**src/rtl/chunked_adder_sub.sv**
```systemverilog
// chunked_adder_sub: multi-cycle adder/subtractor processing CHUNK bits per clock
module chunked_adder_sub #(
   parameter int WIDTH = 16,
   parameter int CHUNK = 4
) (
   input  logic             clk,
   input  logic             rst_n,
   input  logic             start,
   input  logic [WIDTH-1:0] a,
   input  logic [WIDTH-1:0] b,
   input  logic             as,
   output logic             busy,
   output logic             done,
   output logic [WIDTH-1:0] s,
   output logic             c,
   output logic             ovf,
   output logic             zero
);
   localparam int N  = WIDTH / CHUNK;
   localparam int KW = (N > 1) ? $clog2(N) : 1;
   localparam logic [KW-1:0] K_LAST = KW'(N - 1);
   typedef enum logic [1:0] {IDLE, RUN, DONE} state_t;
   state_t           state, state_nx;
   logic [KW-1:0]    k;
   logic [WIDTH-1:0] ra, rb, acc;
   logic             cy, last, load;
   logic [CHUNK:0]   sum;
   logic [WIDTH+CHUNK-1:0] cat;
   logic [WIDTH-1:0] acc_nx;
   // low chunk of the shifting operands plus running carry; new sum bits enter the result from the top
   always_comb begin
      sum    = {1'b0, ra[CHUNK-1:0]} + {1'b0, rb[CHUNK-1:0]} + {{CHUNK{1'b0}}, cy};
      cat    = {sum[CHUNK-1:0], acc};
      acc_nx = cat[WIDTH+CHUNK-1:CHUNK];
      last   = (k == K_LAST);
   end
   // state register
   always_ff @(posedge clk or negedge rst_n)
      if (!rst_n) state <= IDLE;
      else        state <= state_nx;
   // next state and status decode
   always_comb begin
      state_nx = state;
      busy     = 1'b0;
      done     = 1'b0;
      load     = 1'b0;
      case (state)
         IDLE: begin
            load = start;
            if (start) state_nx = RUN;
         end
         RUN: begin
            busy = 1'b1;
            if (last) state_nx = DONE;
         end
         DONE: begin
            done     = 1'b1;
            load     = start;
            state_nx = start ? RUN : IDLE;
         end
         default: state_nx = IDLE;
      endcase
   end
   // operand capture, chunk arithmetic, and result/flag update on the final chunk
   always_ff @(posedge clk or negedge rst_n)
      if (!rst_n) begin
         ra   <= '0;
         rb   <= '0;
         acc  <= '0;
         cy   <= 1'b0;
         k    <= '0;
         s    <= '0;
         c    <= 1'b0;
         ovf  <= 1'b0;
         zero <= 1'b0;
      end else if (load) begin
         ra  <= a;
         rb  <= b ^ {WIDTH{as}};
         cy  <= as;
         acc <= '0;
         k   <= '0;
      end else if (state == RUN) begin
         ra  <= ra >> CHUNK;
         rb  <= rb >> CHUNK;
         cy  <= sum[CHUNK];
         acc <= acc_nx;
         k   <= k + 1'b1;
         if (last) begin
            s    <= acc_nx;
            c    <= sum[CHUNK];
            ovf  <= ra[CHUNK-1] ^ rb[CHUNK-1] ^ sum[CHUNK-1] ^ sum[CHUNK];
            zero <= (acc_nx == '0);
         end
      end
endmodule

```
**config.mk**
```make
export PLATFORM = sky130hd
export DESIGN_NAME = chunked_adder_sub
export DESIGN_NICKNAME = d
export VERILOG_FILES = /design/src/rtl/chunked_adder_sub.sv
export SDC_FILE = /design/constraint.sdc
export NUM_CORES = 1
export LEC_CHECK = 0
export BUFFER_PORTS_ARGS = -buffer_cell sky130_fd_sc_hd__buf_2
export CAP_MARGIN = 0
export CORE_MARGIN = 8
export CORE_UTILIZATION = 30
export CTS_CLUSTER_SIZE = 24
export DETAILED_ROUTE_END_ITERATION = 12
export PLACE_DENSITY = 0.49
export SLEW_MARGIN = 20
export SYNTH_ARGS = -nofsm -noshare
export SYNTH_HDL_FRONTEND = slang
export SYNTH_SLANG_ARGS = --single-unit
```
**constraint.sdc**
```tcl
create_clock -name clk -period 3.4 [get_ports clk]
set_input_delay 0.34 -clock clk [delete_from_list [all_inputs] [get_ports clk]]
set_output_delay 0.34 -clock clk [all_outputs]
set_load 0.03 [all_outputs]
```
==> results.json <==
{
  "syn_avg_cell_area_um2": 12.2,
  "p_per_area_mw_per_mm2": 986,
  "cts_tree": "yes",
  "n_fill_cell": 1049,
  "vias": 1970,
  "antenna_cells": 0,
  "clockRootBuffer": "clkbuf_8",
  "critPathCaptureType": "flip-flop",
  "chipHeight_um": 117,
  "hold_path_class": "primary input to async pin",
  "finalCriticalPeriod_ns": 2.14,
  "rsz0062_at_grt": "false",
  "fmax_mhz": 467,
  "critPathSlowestCell": "fa_1",
  "vdd_drop_max_v": 0.000325,
  "synthFlopType": "dfrtp_1",
  "core-area_mm2": 0.0101,
  "gp_congestion": 0.683,
  "yosysWarnings": 0,
  "ant_nets": 0,
  "maxCapViolCount": 0,
  "grt_pass1_wl_um": 10500,
  "first_iter_violations": 100,
  "syn-num-nets": 295,
  "fin_nets": 350,
  "rows": 37,
  "dp_hpwl_um": 4500,
  "boundaryPins": 57,
  "synthTopCellsByArea": "dfrtp_1 (55%), a22o_1 (5.7%), xor2_1 (5.1%), mux2_4 (4.9%), mux2i_1 (4.9%)",
  "slew_headroom": 0.556,
  "r2r-start": "ra[0]",
  "setup.worst_path.class": "flip-flop to flip-flop",
  "dp_slack_ns": 1.29,
  "async_flop_share": 1.00,
  "final.setup.tns_ns": 0,
  "post_drt_wl_per_cell_um": 14.4,
  "cts_setup_buffers": 0,
  "grt-ovfl-total": 0,
  "netlist.area_leader.share": 0.554,
  "syn_area_mm2": 0.00307,
  "cp_max_fo": 3,
  "startpoint": "ra[0]",
  "cts_buffers": 9,
  "max_stage_delay_ns": 0.45,
  "clk_pin_slew_ns": 0.08,
  "start_util": 0.303,
  "synth_seq_area_share": 0.554,
  "drc": 0,
  "io_buffers": 56,
  "ys_ff_latch": 68,
  "wl_um": 6470,
  "cts_hold_buf": 0,
  "p_leak_nw": 1.82,
  "routed_via_density": 4.39,
  "critPathArrivalTime_ns": 2.38,
  "area_growth_pct": 18.7,
  "status": "complete, no violations",
  "grt_pass1_vias": 2078,
  "worstPathRequired_ns": 3.64,
  "synth_cell_types": 34,
  "htreeDepth": 3,
  "setup_ws_ns": 1.26,
  "synth_edf_count": 0,
  "cts_buffer_depth": 2,
  "cts.repair.resized": 0,
  "clock_sinks": 68,
  "setup_viol_count_final": 0,
  "die_w_um": 117,
  "grt.total_usage": 0.101,
  "drive_gt1_frac": 0.304,
  "dieArea_mm2": 0.0137,
  "crit_path_start_kind": "flip-flop",
  "rr_worst_depth": 7,
  "hold_viol_final": 0,
  "grt_max_degree": 53,
  "synthCells": 253,
  "firstDrtPassIters": 4,
  "final_core_util": 0.360,
  "cp_cell_sequence": "inv_1 > fa_1 > inv_1 > fa_1 > nor4_1 > nand4_1 > o41ai_2",
  "drv_slew": 0,
  "clk_latency_ns": 0.34,
  "tightestPinTransition_ns": 0.667,
  "timing.final.crit_share": 0.629,
  "yosysTopAreaCell": "dfrtp_1",
  "grt_antenna_before_repair": 0,
  "fin_skew_ns": 0.0135
}
==> area by class of cell <==
cell class	count	area [µm²]	share of cell area
flip-flops and latches	68	1700	0.466
multi-input cells	162	1250	0.342
repair buffers	61	318	0.0871
well taps	136	170	0.0466
clock buffers	10	138	0.0377
clock inverters	6	47.5	0.0130
inverters	6	27.5	0.00754
==> synth_stat cells (2+ instances only) <==
cell and number:
a211oi_1 2, a21oi_1 4, a22o_1 20, a22oi_1 7
buf_2 5, buf_4 2, buf_6 4, clkbuf_1 6
dfrtp_1 68, fa_1 2, ha_1 4, inv_1 5
mux2_1 2, mux2_2 3, mux2_4 10, mux2i_1 15
nand2_1 36, nor2_1 4, nor2b_1 2, nor4_1 2
o21ai_0 20, xor2_1 18
==> final timing paths <==
check / endpoint / slack, ns
max in group asynchronous: k[1] / 2.60
hold / removal: s[12] / 0.03
hold reg to reg: c / 0.48
setup reg to reg: zero / 1.26
setup / recovery: zero / 1.26
min in group clk: ra[10] / 0.19
==> placed cells by master (no fill, tap or decap), types with 2 or more instances in the layout <==
master	n
dfrtp_1	68
buf_2	56
nand2_1	36
o21ai_0	20
a22o_1	20
xor2_1	18
mux2i_1	15
mux2_4	10
clkbuf_8	10
a22oi_1	7
inv_1	5
buf_4	5
a21oi_1	4
ha_1	4
clkinvlp_4	4
inv_6	3
nor2_1	3
mux2_2	3
a211oi_1	2
mux2_1	2
nor4_1	2
fa_1	2
==> state kept, by name, indices dropped and copies added, names as in the netlist <==
register,cells
acc,12
c,1
cy,1
k,2
ovf,1
ra,16
rb,16
s,16
state,2
zero,1
==> metal layers <==
metal	GRT usage	vias to the layer above	part of all wire
li1	-	1001	-
met2	0.148	49	0.45
met3	0.0364	9	0.059
met5	0	-	0
met1	0.132	911	0.48
met4	0.0435	0	0.012
==> report_power, final <==
part / total, mW / switching (mW) / leakage (nW) / internal, mW
Sequential: 1.39 / 0.229 / 0.864 / 1.16
Combinational: 1.59 / 0.923 / 0.878 / 0.665
Clock: 0.616 / 0.327 / 0.0815 / 0.289
==> critical path, delay by kind of cell, from the launching register on <==
kind                     cells  cell delay [ns]
adder cells (fa/ha/maj)      2             0.88
flip-flops                   1             0.32
AND/OR/NAND/NOR              2             0.47
AO/OA/AOI/OAI                1             0.22
buffers and inverters        2             0.15
==> cell families (layout without fill, tap and decap cells) <==
family	count (synthesis)	after routing	synth area share
buffers and inverters	23	83	0.0440
muxes	30	30	0.116
xor gates and xnor gates	19	19	0.0541
DFF	68	68	0.554
and+or+nand+nor	50	50	0.0716
AOI/OAI and AO/OA	57	57	0.131
adders and majority gates	6	6	0.0293
==> per-stage QoR <==
step | cells | total power, mW | instance area [µm²] | hold WS, ns
final | 449 | 3.60 | 3650 | 0.0268
after global routing | 449 | 3.89 | 3650 | 0.0685
after CTS | 449 | 3.67 | 3650 | 0.0387
after floorplan | 253 | 2.64 | 3070 | 0.0444
after detailed placement | 433 | 3.03 | 3460 | 0.428
after global placement | 433 | 3.01 | 3460 | 0.421
Power figures use the tool's default switching activity.
